$ cat src/rtl/board_test_pkg.sv
// Shared types for the SDRAM board-test front end: request FSM states,
// click FSM states and the click-kind encoding used by the click decoder.
package board_test_pkg;

  // Host request sequencer states.
  typedef enum logic [1:0] {
    RS_IDLE        = 2'd0,
    RS_WAIT_ACCEPT = 2'd1,
    RS_WAIT_DONE   = 2'd2
  } req_state_t;

  // Button click sequence states.
  typedef enum logic [1:0] {
    CS_IDLE     = 2'd0,
    CS_PRESSED  = 2'd1,
    CS_RELEASED = 2'd2
  } click_state_t;

  // Number of clicks seen in the current sequence (value equals the count).
  typedef enum logic [1:0] {
    CLICK_NONE   = 2'd0,
    CLICK_SINGLE = 2'd1,
    CLICK_DOUBLE = 2'd2,
    CLICK_TRIPLE = 2'd3
  } click_kind_t;

  // Counter width able to hold 0..n-1, never narrower than one bit.
  function automatic int cnt_w(input int n);
    return (n > 1) ? $clog2(n) : 1;
  endfunction

endpackage

$ cat src/rtl/board_test_interface_if.sv
// Host port between the board-test front end and the SDRAM controller,
// plus debug visibility of both front-end state machines.
//
// Handshake: the master raises exactly one of wr_enable/rd_enable and holds
// it, with haddr/data_input stable, until it samples busy=1 on a clk edge;
// it then drops the enable. The transaction is complete on the first later
// edge where busy=0; read data on data_output is taken on that edge.
interface board_test_interface_if #(
  parameter int HADDR_WIDTH = 24,
  parameter int DATA_WIDTH  = 16
);
  import board_test_pkg::*;

  logic [HADDR_WIDTH-1:0] haddr;
  logic [DATA_WIDTH-1:0]  data_input;
  logic [DATA_WIDTH-1:0]  data_output;
  logic                   busy;
  logic                   rd_enable;
  logic                   wr_enable;

  // Debug view of the front-end state machines.
  req_state_t             req_state;
  click_state_t           click_state;

  modport master (
    output haddr, data_input, rd_enable, wr_enable, req_state, click_state,
    input  data_output, busy
  );

  modport slave (
    input  haddr, data_input, rd_enable, wr_enable, req_state, click_state,
    output data_output, busy
  );

endinterface

$ cat src/rtl/board_test_interface_click_decoder.sv
// Button synchroniser, debouncer and click-sequence decoder. Emits a
// one-cycle pulse on click_single/click_double/click_triple once the click
// window after the last release expires.
// Optional: BOARD_TEST_TRIPLE_CLICK_EN lets the count reach three; without it
// the count saturates at two so longer sequences decode as double.
module click_decoder
  import board_test_pkg::*;
#(
  parameter int DEBOUNCE_CYCLES = 65536,
  parameter int CLICK_WINDOW    = 8388608
) (
  input  logic         clk,
  input  logic         rst,
  input  logic         button,
  output logic         click_single,
  output logic         click_double,
  output logic         click_triple,
  output click_state_t state
);

  localparam int DBW = cnt_w(DEBOUNCE_CYCLES);
  localparam int WW  = cnt_w(CLICK_WINDOW);
  localparam logic [DBW-1:0] DB_LAST  = DBW'(DEBOUNCE_CYCLES - 1);
  localparam logic [WW-1:0]  WIN_LAST = WW'(CLICK_WINDOW - 1);

`ifdef BOARD_TEST_TRIPLE_CLICK_EN
  localparam click_kind_t CLICK_MAX = CLICK_TRIPLE;
`else
  localparam click_kind_t CLICK_MAX = CLICK_DOUBLE;
`endif

  logic [1:0]     sync_q, sync_d;
  logic           level_q, level_d;
  logic [DBW-1:0] db_cnt_q, db_cnt_d;
  logic           rise, fall;

  click_kind_t    count_q;
  logic [WW-1:0]  win_q;

  // Synchroniser shift and debounce: accept a new level only after the
  // synchronised input has disagreed with it for DEBOUNCE_CYCLES cycles.
  always_comb begin
    sync_d   = {sync_q[0], button};
    level_d  = level_q;
    db_cnt_d = '0;
    rise     = 1'b0;
    fall     = 1'b0;
    if (sync_q[1] != level_q) begin
      if (db_cnt_q == DB_LAST) begin
        level_d = sync_q[1];
        rise    = sync_q[1];
        fall    = ~sync_q[1];
      end else begin
        db_cnt_d = db_cnt_q + 1'b1;
      end
    end
  end

  // Synchroniser and debouncer registers.
  always_ff @(posedge clk) begin
    if (rst) begin
      sync_q   <= '0;
      level_q  <= 1'b0;
      db_cnt_q <= '0;
    end else begin
      sync_q   <= sync_d;
      level_q  <= level_d;
      db_cnt_q <= db_cnt_d;
    end
  end

  // Click FSM: count presses separated by less than the window, report the
  // total once the window after the final release runs out.
  always_ff @(posedge clk) begin
    if (rst) begin
      state        <= CS_IDLE;
      count_q      <= CLICK_NONE;
      win_q        <= '0;
      click_single <= 1'b0;
      click_double <= 1'b0;
      click_triple <= 1'b0;
    end else begin
      click_single <= 1'b0;
      click_double <= 1'b0;
      click_triple <= 1'b0;
      case (state)
        CS_IDLE: begin
          if (rise) begin
            state   <= CS_PRESSED;
            count_q <= CLICK_SINGLE;
          end
        end
        CS_PRESSED: begin
          if (fall) begin
            state <= CS_RELEASED;
            win_q <= '0;
          end
        end
        CS_RELEASED: begin
          if (rise) begin
            state <= CS_PRESSED;
            if (count_q != CLICK_MAX) count_q <= click_kind_t'(count_q + 2'd1);
          end else if (win_q == WIN_LAST) begin
            state        <= CS_IDLE;
            click_single <= (count_q == CLICK_SINGLE);
            click_double <= (count_q == CLICK_DOUBLE);
            click_triple <= (count_q == CLICK_TRIPLE);
          end else begin
            win_q <= win_q + 1'b1;
          end
        end
        default: state <= CS_IDLE;
      endcase
    end
  end

endmodule

$ cat src/rtl/board_test_interface.sv
// Push-button front end for bench-testing the SDRAM controller: single
// click writes the DIP pattern to the next slot, double click reads back
// the last written slot, read data is scanned onto the LEDs slice by slice.
// Optional: BOARD_TEST_TRIPLE_CLICK_EN makes a triple click clear the
// address and captured data without a controller request.
module board_test_interface
  import board_test_pkg::*;
#(
  parameter int HADDR_WIDTH      = 24,
  parameter int DATA_WIDTH       = 16,
  parameter int DIP_WIDTH        = 4,
  parameter int LED_WIDTH        = 8,
  parameter int DEBOUNCE_CYCLES  = 65536,
  parameter int CLICK_WINDOW     = 8388608,
  parameter int LED_SLICE_CYCLES = 1048576
) (
  input  logic                 clk,
  input  logic                 rst,
  input  logic                 button,
  input  logic [DIP_WIDTH-1:0] dip,
  output logic [LED_WIDTH-1:0] leds,
  board_test_interface_if.master host
);

  localparam int NSLICE = DATA_WIDTH / LED_WIDTH;
  localparam int IW     = cnt_w(NSLICE);
  localparam int TW     = cnt_w(LED_SLICE_CYCLES);
  localparam logic [TW-1:0] T_LAST = TW'(LED_SLICE_CYCLES - 1);
  localparam logic [IW-1:0] I_LAST = IW'(NSLICE - 1);

  logic         click_single, click_double, click_triple, read_click;
  click_state_t click_state;

  req_state_t             req_q;
  logic                   is_read_q;
  logic                   wr_en_q, rd_en_q;
  logic [HADDR_WIDTH-1:0] wr_ptr_q;   // next write slot
  logic [HADDR_WIDTH-1:0] haddr_q;    // address presented to the controller
  logic [DATA_WIDTH-1:0]  capt_q;

  logic [TW-1:0]        slice_tmr_q, slice_tmr_d;
  logic [IW-1:0]        slice_idx_q, slice_idx_d;
  logic [LED_WIDTH-1:0] leds_q, leds_d;

  click_decoder #(
    .DEBOUNCE_CYCLES (DEBOUNCE_CYCLES),
    .CLICK_WINDOW    (CLICK_WINDOW)
  ) u_click (
    .clk          (clk),
    .rst          (rst),
    .button       (button),
    .click_single (click_single),
    .click_double (click_double),
    .click_triple (click_triple),
    .state        (click_state)
  );

`ifdef BOARD_TEST_TRIPLE_CLICK_EN
  assign read_click = click_double;
`else
  // Triple never fires in this build; folding it in keeps 3+ clicks a read.
  assign read_click = click_double | click_triple;
`endif

  // Request FSM: one controller transaction per accepted click, pulses
  // arriving while a transaction is open are ignored.
  always_ff @(posedge clk) begin
    if (rst) begin
      req_q     <= RS_IDLE;
      is_read_q <= 1'b0;
      wr_en_q   <= 1'b0;
      rd_en_q   <= 1'b0;
      wr_ptr_q  <= '0;
      haddr_q   <= '0;
      capt_q    <= '0;
    end else begin
      case (req_q)
        RS_IDLE: begin
          if (click_single) begin
            wr_en_q   <= 1'b1;
            is_read_q <= 1'b0;
            req_q     <= RS_WAIT_ACCEPT;
          end else if (read_click) begin
            // Read back the most recently written slot.
            rd_en_q   <= 1'b1;
            is_read_q <= 1'b1;
            haddr_q   <= wr_ptr_q - 1'b1;
            req_q     <= RS_WAIT_ACCEPT;
          end
`ifdef BOARD_TEST_TRIPLE_CLICK_EN
          else if (click_triple) begin
            wr_ptr_q <= '0;
            haddr_q  <= '0;
            capt_q   <= '0;
          end
`endif
        end
        RS_WAIT_ACCEPT: begin
          if (host.busy) begin
            wr_en_q <= 1'b0;
            rd_en_q <= 1'b0;
            req_q   <= RS_WAIT_DONE;
          end
        end
        RS_WAIT_DONE: begin
          if (!host.busy) begin
            req_q <= RS_IDLE;
            if (is_read_q) begin
              capt_q  <= host.data_output;
              haddr_q <= wr_ptr_q;
            end else begin
              wr_ptr_q <= wr_ptr_q + 1'b1;
              haddr_q  <= wr_ptr_q + 1'b1;
            end
          end
        end
        default: req_q <= RS_IDLE;
      endcase
    end
  end

  // LED scan: advance the displayed slice every LED_SLICE_CYCLES cycles.
  always_comb begin
    slice_tmr_d = slice_tmr_q + 1'b1;
    slice_idx_d = slice_idx_q;
    if (slice_tmr_q == T_LAST) begin
      slice_tmr_d = '0;
      slice_idx_d = (slice_idx_q == I_LAST) ? '0 : slice_idx_q + 1'b1;
    end
    leds_d = capt_q[slice_idx_q*LED_WIDTH +: LED_WIDTH];
  end

  // LED scan registers.
  always_ff @(posedge clk) begin
    if (rst) begin
      slice_tmr_q <= '0;
      slice_idx_q <= '0;
      leds_q      <= '0;
    end else begin
      slice_tmr_q <= slice_tmr_d;
      slice_idx_q <= slice_idx_d;
      leds_q      <= leds_d;
    end
  end

  // Write data: DIP pattern replicated, every odd copy inverted.
  always_comb begin
    host.data_input = '0;
    for (int i = 0; i < DATA_WIDTH / DIP_WIDTH; i++) begin
      host.data_input[i*DIP_WIDTH +: DIP_WIDTH] = (i % 2 == 1) ? ~dip : dip;
    end
  end

  assign leds             = leds_q;
  assign host.haddr       = haddr_q;
  assign host.wr_enable   = wr_en_q;
  assign host.rd_enable   = rd_en_q;
  assign host.req_state   = req_q;
  assign host.click_state = click_state;

endmodule
$ cat src/flat_wrapper.sv
// flat-port wrapper written by rule: the top's interface ports become plain ports
module board_test_interface_flat import board_test_pkg::*;
#(
  parameter int HADDR_WIDTH      = 24,
  parameter int DATA_WIDTH       = 16,
  parameter int DIP_WIDTH        = 4,
  parameter int LED_WIDTH        = 8,
  parameter int DEBOUNCE_CYCLES  = 65536,
  parameter int CLICK_WINDOW     = 8388608,
  parameter int LED_SLICE_CYCLES = 1048576
)
  (clk, rst, button, dip, leds, host_haddr, host_data_input, host_rd_enable, host_wr_enable, host_req_state, host_click_state, host_data_output, host_busy);
  board_test_interface_if #(.HADDR_WIDTH(HADDR_WIDTH), .DATA_WIDTH(DATA_WIDTH)) host_i ();
  input  logic clk;
  input  logic rst;
  input  logic button;
  input  logic [DIP_WIDTH-1:0] dip;
  output logic [LED_WIDTH-1:0] leds;
  output wire logic [$bits(host_i.haddr)-1:0] host_haddr;
  output wire logic [$bits(host_i.data_input)-1:0] host_data_input;
  output wire logic [$bits(host_i.rd_enable)-1:0] host_rd_enable;
  output wire logic [$bits(host_i.wr_enable)-1:0] host_wr_enable;
  output wire logic [$bits(host_i.req_state)-1:0] host_req_state;
  output wire logic [$bits(host_i.click_state)-1:0] host_click_state;
  input wire logic [$bits(host_i.data_output)-1:0] host_data_output;
  input wire logic [$bits(host_i.busy)-1:0] host_busy;
  assign host_haddr = host_i.haddr;
  assign host_data_input = host_i.data_input;
  assign host_rd_enable = host_i.rd_enable;
  assign host_wr_enable = host_i.wr_enable;
  assign host_req_state = host_i.req_state;
  assign host_click_state = host_i.click_state;
  assign host_i.data_output = host_data_output;
  assign host_i.busy = host_busy;
  board_test_interface #(.HADDR_WIDTH(HADDR_WIDTH), .DATA_WIDTH(DATA_WIDTH), .DIP_WIDTH(DIP_WIDTH), .LED_WIDTH(LED_WIDTH), .DEBOUNCE_CYCLES(DEBOUNCE_CYCLES), .CLICK_WINDOW(CLICK_WINDOW), .LED_SLICE_CYCLES(LED_SLICE_CYCLES)) u_core (.clk(clk), .rst(rst), .button(button), .dip(dip), .leds(leds), .host(host_i));
endmodule
$ cat config.mk
export PLATFORM = sky130hd
export DESIGN_NAME = board_test_interface_flat
export DESIGN_NICKNAME = d
export VERILOG_FILES = /design/src/rtl/board_test_pkg.sv /design/src/rtl/board_test_interface_if.sv /design/src/rtl/board_test_interface_click_decoder.sv /design/src/rtl/board_test_interface.sv /design/src/flat_wrapper.sv
export SDC_FILE = /design/constraint.sdc
export NUM_CORES = 1
export LEC_CHECK = 0
export BUFFER_PORTS_ARGS = -buffer_cell sky130_fd_sc_hd__buf_4
export CAP_MARGIN = 25
export CORE_ASPECT_RATIO = 0.9
export CORE_MARGIN = 3
export CORE_UTILIZATION = 40
export DETAILED_ROUTE_END_ITERATION = 8
export PLACE_DENSITY = 0.61
export SLEW_MARGIN = 0
export SYNTH_ARGS = -nofsm -noshare
export SYNTH_HDL_FRONTEND = slang
export SYNTH_SLANG_ARGS = --single-unit
$ cat constraint.sdc
create_clock -name clk -period 2.79 [get_ports clk]
set_clock_uncertainty 0.05 [all_clocks]
set_input_delay 0.558 -clock clk [delete_from_list [all_inputs] [get_ports clk]]
set_output_delay 0.558 -clock clk [all_outputs]
set_load 0.02 [all_outputs]
# ---- Word level (Yosys, flattened, before mapping)
# Cells that the tools add are included.
dict set report totals {
  reg_bits 147
  word_cells 114
  input_bits 24
  out_inout_bits 54
}
dict set report op_classes {
  add_sub_neg 7
  n_reduce_logical 21
  shifts 1
  n_eq_ne 25
  n_mux 34
  bitwise_logic 7
}
# cell n
set op_table {}
lappend op_table {{two-way mux 24 bit} 4}
lappend op_table {{two-way mux 23 bit} 3}
lappend op_table {{one-hot mux 24 bit (2 select lines)} 1}
lappend op_table {{one-hot mux 23 bit (2 select lines)} 1}
lappend op_table {{adder 24 x 1 -> 24 bit, second input constant} 1}
lappend op_table {{subtractor 24 x 1 -> 24 bit, second input constant} 1}
lappend op_table {{adder 23 x 1 -> 23 bit, second input constant} 1}
lappend op_table {{== test 23 bit, second input constant} 1}
lappend op_table {{!= test 2 bit, second input constant} 11}
lappend op_table {{adder 20 x 1 -> 20 bit, second input constant} 1}
lappend op_table {{== test 20 bit, second input constant} 1}
lappend op_table {{two-way mux 2 bit} 10}
lappend op_table {{adder 16 x 1 -> 16 bit, second input constant} 1}
lappend op_table {{== test 16 bit, second input constant} 1}
lappend op_table {{AND reduction 4 bit} 4}
lappend op_table {{variable part select 16 x 5 -> 8 bit} 1}
lappend op_table {{one-hot mux 2 bit (3 select lines)} 2}
lappend op_table {{AND reduction 3 bit} 4}
lappend op_table {{two-way mux 1 bit} 10}
lappend op_table {{nonzero test 2 bit} 5}
lappend op_table {{== test 2 bit, second input constant} 4}
lappend op_table {{== test 2 x 1 -> 1 bit, second input constant} 3}
lappend op_table {{AND reduction 2 bit} 3}
lappend op_table {{NOT 1 bit} 5}
lappend op_table {{14 further kinds} 16}

# ---- Depth between registers and ports, before layout
# Gate-level depths: netlist of the first run.
dict set report logic_depth {
  ltp_word 5
  depth_mapped 8
  ltp_nobuf 8
}

# ---- Modules after synthesis
# Synthesis of the first run repeated with hierarchy kept, for this count alone.
dict set report hier_totals {
  cells_unflattened 843
  hier_area_um2 6975.4
}
# module instances cells_each seq_area_each_um2 area_each_um2
set modules_own_cells {}
lappend modules_own_cells {board_test_interface 1 570 1961.9 4703.3}
lappend modules_own_cells {click_decoder 1 273 980.9 2272.2}

# ---- Worst setup path before layout of the first run
# Ideal clock, no wire load.
dict set report synth_timing {
  kind {reg-to-reg}
  startpoint {reg u_core.u_click.win_q[0]}
  endpoint {reg u_core.u_click.win_q[14]}
  path_slack_ns 0.578
  arrival_ns 2.039
  period_less_slack_ns 2.212
  setup_time_ns 0.123
  n_path_buf 0
  required_time_ns 2.617
  path_stages_with_launch 8
  path_cell_list {dfxtp_1 ha_1 nand3_1 or4_1 o22ai_1 o211ai_1 nand3_1 mux2_1}
}
dict set report synth_via {
  elab_chain_len 4
  word_cells_on_any_way 7
  classes_between {add/sub: 1; eq/ne: 2; mux: 3; reduce/logical: 1}
}
# item line_no
set synth_lines {}
lappend synth_lines {{start, declared} board_test_interface_click_decoder.sv:38} ;# logic [WW-1:0] win_q;
lappend synth_lines {{start signal, assigned} board_test_interface_click_decoder.sv:109} ;# win_q <= win_q + 1'b1;
lappend synth_lines {{adder 23 x 1 -> 23 bit} board_test_interface_click_decoder.sv:109}
lappend synth_lines {{two-way mux 23 bit} board_test_interface_click_decoder.sv:103} ;# end else if (win_q == WIN_LAST) begin
lappend synth_lines {{two-way mux 23 bit} board_test_interface_click_decoder.sv:100} ;# if (rise) begin
lappend synth_lines {{one-hot mux 23 bit (2 select lines)} board_test_interface_click_decoder.sv:86} ;# case (state)
# Several ways; a longest one is shown, not always the timed one. The select of a mux whose other input is x is not followed.
# A chain may end at the register's enable or synchronous reset.

# ---- Worst setup path after layout of the first run
dict set report layout_timing {
  startpoint {reg u_core.u_click.win_q[0]}
  endpoint {reg u_core.u_click.win_q[10]}
}
# Same word-level chain as after synthesis.

==> metrics.md, run 1 <==
| Metric | Value |
|---|---|
| Site Rows | `44` |
| Via Count | `5689` |
| Longest Clk Path Bufs | `2` |
| Fin crit period | `2460 ps` |
| Core area | `16500 µm²` |
| CTS tree | `built` |
| Sw Pwr | `1.04 mW` |
| Initial Util | `0.417` |
| Final HPWL DP | `10600 µm` |
| Yosys cell types | `63` |
| Top_reg_cell synth | `dfxtp_1` |
| Worst min path class | `primary input to flip-flop` |
| P_leak | `2.98 nW` |
| 1st-iter DRT viols | `227` |
| Most frequent cells in the layout | `147 x dfxtp_1, 130 x nor2_1, 96 x buf_4` |
| PD cells | `551 nW/µm²` |
| Critical path type | `flip-flop to flip-flop` |
| Largest net degree at the start of global routing | `38` |
| Adder-Cell Fraction of Synth Area | `0.0145` |
| Yosys reg bits | `147` |
| Worst-skew pair later-pin latency | `430 ps` |
| Setup violations, final | `0` |
| Worst Setup End Kind | `flip-flop` |
| Sequential share of power | `0.465` |
| Iteration count of the initial detailed-routing pass | `5` |
| Max-slew headroom | `0.508` |
| CTS sink count | `147` |
| Area growth syn-to-layout | `19.4%` |
| Largest family of logic cells by synthesized area | `simple AND/OR/NAND/NOR gates` |
| Worst-Margin Slew | `731 ps` |
| Sw Ratio | `0.229` |
| Mapped Avg Cell Area | `8.24 µm²` |
| H-Tree Depth | `4` |
| Dpl ws | `355 ps` |
| Syn Inst Count | `837` |
| Filler cells | `1599` |
| Layout Cells excl Fill | `1122` |
| TritonCTS Buffers | `17` |
| Crit path max fanout | `6` |
| Final WL | `15000 µm` |
| EDFF count, synth | `0` |
| CP required | `3050 ps` |
| Die height | `131 µm` |
| Final nets | `934` |
| Clock power frac | `0.507` |
| Simple logic cell fraction of the synthesized area | `0.291` |
| Gr usage total | `0.163` |
| Critical Path Source Type | `flip-flop` |
| Final design utilization | `0.498` |
| CTS Hold Bufs | `0` |
| Synth Area in Compound Gates | `0.0907` |
| Remaining global-route overflow | `0` |
| Vias per cell | `5.07` |
| Share of layout cells above drive strength 1 | `0.154` |
| FMAX | `407 MHz` |
| I/O pin total | `78` |
| Sequential share of the synthesized area | `0.427` |
| Synth warn | `0` |
| Worst Path Arrival | `2720 ps` |
| Setup repair bufs after CTS | `0` |
| Drt drc | `0` |
| Post-synthesis instance area | `6900 µm²` |
| Max-Cap Viols | `0` |
| Internal Power | `3.50 mW` |
| Die width | `144 µm` |
| Mux cell area share after synthesis | `0.0180` |
| CTS resizes | `0` |
| CTS clk-pin slew, worst paths | `60 ps` |
| Worst vdd ir | `0.490 mV` |
| Routability-driven placement congestion ratio | `0.837` |
| Input/output buffers | `77` |
| Gate power share | `0.028` |
| First-pass GRT wire length | `25100 µm` |
| Final Max Slew Viols | `0` |
| Area after DPL | `7630 µm²` |
| Initial antenna violation count | `0` |
| Final Cell Area | `8230 µm²` |
| Post-Synth XOR/XNOR Area | `0.108` |
| Period utilisation layout | `0.881` |
| RSZ-0062 raised after global routing | `no` |
| Hold Fails Final Rpt | `0` |
| Antenna-violating nets left | `0` |
| Dpl cells | `1090` |
| Most common cell after layout, fill and taps aside | `dfxtp_1` |
| Ant. Diodes | `0` |
| Wire length per cell | `13.3 µm` |
| Die area | `18900 µm²` |
| Setup WS post-layout | `331 ps` |
| Ys async rst share | `0` |
| Setup tns final | `0 ps` |
| Clock root buffer | `clkbuf_16` |
| Net count after synthesis | `869` |
| Vias in the first global route | `5219` |
| Status | `finished, final reports clean` |
-- through the flow --
stage,power (mW),hold WS [ps]
after global placement,2.29,380
after floorplan,2.23,364
after detailed placement,2.29,375
final,4.54,299
after CTS,4.59,285
after global routing,4.70,310
-- state kept, by name (all words and copies together), names as in the netlist, 2 cells and up --
signal,cells
u_core.host.haddr,24
u_core.capt_q,16
u_core.slice_tmr_q,20
u_core.u_click.win_q,23
u_core.leds,8
u_core.wr_ptr_q,24
u_core.u_click.sync_q,2
u_core.u_click.count_q,2
u_core.u_click.state,2
u_core.host.req_state,2
u_core.u_click.db_cnt_q,16
-- worst paths after layout --
kind                            startpoint                       end  cells past startpoint  slack, ps
setup / recovery   u_core.u_click.win_q[0]  u_core.u_click.win_q[10]                      7        330
hold reg to reg   u_core.u_click.sync_q[0]  u_core.u_click.sync_q[1]                      1        390
setup reg to reg   u_core.u_click.win_q[0]  u_core.u_click.win_q[10]                      7        330
hold / removal                      button  u_core.u_click.sync_q[0]                      2        300
-- cell usage after synthesis (all sizes together) (3+ instances only) --
cell / instances / area, µm²
dfxtp: 147 / 2940
nor2: 131 / 494
nand2: 95 / 359
a21oi: 52 / 260
nand3: 50 / 250
xnor2: 47 / 412
xor2: 38 / 333
nand4: 30 / 188
clkbuf: 29 / 109
inv: 27 / 101
buf: 21 / 139
nor3: 20 / 100
and3: 14 / 88.8
nor4: 14 / 106
or4: 11 / 90.1
mux2i: 9 / 90.1
or3: 9 / 56.3
ha: 8 / 100
nor2b: 8 / 50.1
o21ai: 8 / 43.8
a211oi: 7 / 52.6
and4: 7 / 61.3
a22o: 6 / 52.6
nand2b: 4 / 32.5
a31o: 3 / 26.3
a31oi: 3 / 18.8
and2: 3 / 18.8
mux2: 3 / 33.8
nor3b: 3 / 22.5
o32ai: 3 / 45.1
-- layer usage --
metal	vias up	GRT usage	part of all wire
met2	114	0.248	0.43
met3	16	0.0426	0.048
met1	2562	0.228	0.51
li1	2997	-	-
met5	-	0	0
met4	0	0.0521	0.012
-- critical path, cell delays in order, from the launching register on --
cell and delay (ps):
dfxtp_1 390, ha_1 190, nand3_1 150, or4_1 610
o22ai_1 220, o211ai_1 240, nand3_1 170, mux2_1 330
-- power groups by stage --
stage	logic [mW]	clock network, mW	registers (mW)
after floorplan	0.0743	0	2.16
after global placement	0.127	0	2.16
after detailed placement	0.129	0	2.16
after CTS	0.129	2.35	2.11
after global routing	0.140	2.45	2.11
final	0.126	2.30	2.11
-- cells by family (layout without fill, tap and decap cells) --
group | after synthesis | after routing
flops | 147 | 147
xor+xnor | 85 | 85
buf+inv | 78 | 156
simple gates | 409 | 409
fa+ha+maj | 8 | 8
mux | 12 | 12
compound gates | 98 | 98
-- cell type report --
type	instances	area (µm²)	share of cell area
flip-flops and latches	147	2940	0.358
repair buffers	96	721	0.0876
well taps	207	259	0.0315
multi-input cells	612	3600	0.438
clock buffers	17	425	0.0517
clock inverters	15	174	0.0211
inverters	28	105	0.0128
Note: power is estimated with default switching activity, not from simulation.
==> inputs of run 2 (changes only) <==
- CELL_PAD_IN_SITES_DETAIL_PLACEMENT: default -> 0
- CELL_PAD_IN_SITES_GLOBAL_PLACEMENT: default -> 1
- PLACE_DENSITY: 0.61 -> 0.77
- REMOVE_ABC_BUFFERS: default -> 1
==> run 2 against run 1 <==
Compared with the run above: sequential cell count unchanged; clock power up 3%; cell count rose by 0.27%; power up 1.7%; hold slack better by 2.2 ps; global-route usage up 0.81 points.
==> metrics.md, run 2 (synthesized netlist as in run 1, its figures left out) <==
| Metric | Value |
|---|---|
| Status | `finished, final reports clean` |
| Max-slew headroom | `0.399 (-0.109)` |
| PnR Total Power | `4.62 mW (+1.7%)` |
| Critical Path Source Type | `flip-flop` |
| Max-Cap Viols | `0 (unchanged)` |
| Most frequent cells in the layout | `147 x dfxtp_1, 130 x nor2_1, 99 x buf_4` |
| TritonCTS Buffers | `17 (unchanged)` |
| CTS tree | `built` |
| Worst vdd ir | `0.495 mV (+1.2%)` |
| First-pass GRT wire length | `26200 µm (+4.5%)` |
| Final HPWL DP | `11000 µm (+4.2%)` |
| Final WL | `15600 µm (+4.3%)` |
| Ant. Diodes | `0 (unchanged)` |
| Filler cells | `1644 (+2.8%)` |
| Fin crit period | `2460 ps (+0.483 ps)` |
| 1st-iter DRT viols | `332 (+46%)` |
| Most common cell after layout, fill and taps aside | `dfxtp_1` |
| Routability-driven placement congestion ratio | `0.828 (-1.1%)` |
| Vias per cell | `5.20 (+2.5%)` |
| Gr usage total | `0.172 (+0.00815)` |
| FMAX | `407 MHz (about the same)` |
| CTS resizes | `0 (unchanged)` |
| Core area | `16500 µm² (unchanged)` |
| Largest net degree at the start of global routing | `29 (-24%)` |
| Period utilisation layout | `0.882 (about the same)` |
| Die width | `144 µm (unchanged)` |
| Worst Setup End Kind | `flip-flop` |
| Antenna-violating nets left | `0 (unchanged)` |
| I/O pin total | `78 (unchanged)` |
| Final Max Slew Viols | `0 (unchanged)` |
| Remaining global-route overflow | `0 (unchanged)` |
| Final Cell Area | `8270 µm² (+0.47%)` |
| Worst Path Arrival | `2710 ps (about the same)` |
| Clock root buffer | `clkbuf_16` |
| Die height | `131 µm (unchanged)` |
| PD cells | `558 nW/µm² (+1.2%)` |
| Worst path bufs/invs | `0 (unchanged)` |
| Setup violations, final | `0 (unchanged)` |
| Worst min path class | `primary input to flip-flop` |
| Crit path max fanout | `6 (unchanged)` |
| CP required | `3050 ps (about the same)` |
| Wire length per cell | `13.9 µm (+4.0%)` |
| Cell repeated most along the worst path | `nand3_1` |
| P_leak | `2.99 nW (+0.53%)` |
| Site Rows | `44 (unchanged)` |
| Critical path type | `flip-flop to flip-flop` |
| Setup repair bufs after CTS | `0 (unchanged)` |
| H-Tree Depth | `4 (unchanged)` |
| CTS Hold Bufs | `0 (unchanged)` |
| Share of layout cells above drive strength 1 | `0.157 (+0.00276)` |
| Via Count | `5845 (+2.7%)` |
| Area after DPL | `7650 µm² (+0.30%)` |
| Setup tns final | `0 ps (unchanged)` |
| Hold Fails Final Rpt | `0 (unchanged)` |
| Final nets | `937 (+0.32%)` |
| Input/output buffers | `77 (unchanged)` |
| CTS clk-pin slew, worst paths | `60 ps (about the same)` |
| CP max stage cell | `or4_1` |
| Fin Hold WS | `301 ps (+2.16 ps)` |
| Initial Util | `0.417 (unchanged)` |
| Die area | `18900 µm² (unchanged)` |
| RSZ-0062 raised after global routing | `no` |
| Initial antenna violation count | `0 (unchanged)` |
| Area growth syn-to-layout | `19.9%` |
| Worst path max stage delay | `620 ps (about the same)` |
| Worst-Margin Slew | `901 ps (+169 ps)` |
| Worst-skew pair later-pin latency | `420 ps (about the same)` |
| Drt drc | `0 (unchanged)` |
| CP cell instances | `ha_1 -> nand3_1 -> or4_1 -> o22ai_1 -> o211ai_1 -> nand3_1 -> mux2_1` |
| Longest Clk Path Bufs | `2 (unchanged)` |
| CTS sink count | `147 (unchanged)` |
| Iteration count of the initial detailed-routing pass | `5 (unchanged)` |
| Vias in the first global route | `5288 (+1.3%)` |
| CP delay by family, top | `simple AND/OR/NAND/NOR gates` |
## run 2: worst paths after layout
kind	from	end	slack, ps	cells past startpoint
max	u_core.u_click.win_q[0]	u_core.u_click.win_q[10]	330	7
min	button	u_core.u_click.sync_q[0]	300	2
max reg2reg	u_core.u_click.win_q[0]	u_core.u_click.win_q[10]	330	7
min reg2reg	u_core.slice_tmr_q[0]	u_core.slice_tmr_q[0]	400	1
## run 2: report_power, final
part | switching (mW) | internal, mW | total, mW | leakage (nW)
registers | 0.00642 | 2.11 | 2.11 | 1.18
clock network | 0.938 | 1.44 | 2.38 | 0.286
logic | 0.0755 | 0.0510 | 0.126 | 1.52
## run 2: worst register-to-register path: cells and delay by family (launching register included)
kind                     cells  cell delay [ps]
AND/OR/NAND/NOR              3              950
AO/OA/AOI/OAI                2              460
flip-flops                   1              390
adder cells (fa/ha/maj)      1              180
multiplexers                 1              330
## run 2: routing by layer
metal / global-route usage / vias to the layer above / part of all wire
met2: 0.254 / 95 / 0.43
met3: 0.0459 / 10 / 0.041
met4: 0.0472 / 0 / 0.0083
met1: 0.247 / 2715 / 0.52
met5: 0 / - / 0
li1: - / 3025 / -
## run 2: cell type report
| class | count | area (µm²) | share of cell area |
|---|---|---|---|
| multi-input cells | 612 | 3600 | 0.436 |
| flip-flops and latches | 147 | 2940 | 0.356 |
| repair buffers | 99 | 743 | 0.0899 |
| clock buffers | 18 | 439 | 0.0531 |
| well taps | 207 | 259 | 0.0313 |
| clock inverters | 14 | 176 | 0.0213 |
| inverters | 28 | 105 | 0.0127 |
## run 2: through the flow
stage | setup slack [ps] | util | instances
finish | 330 | 0.501 | 1125
global route | 119 | 0.501 | 1125
CTS | 320 | 0.501 | 1125
detailed placement | 320 | 0.463 | 1093
global placement | 397 | 0.463 | 1093
floorplan | 460 | - | 787
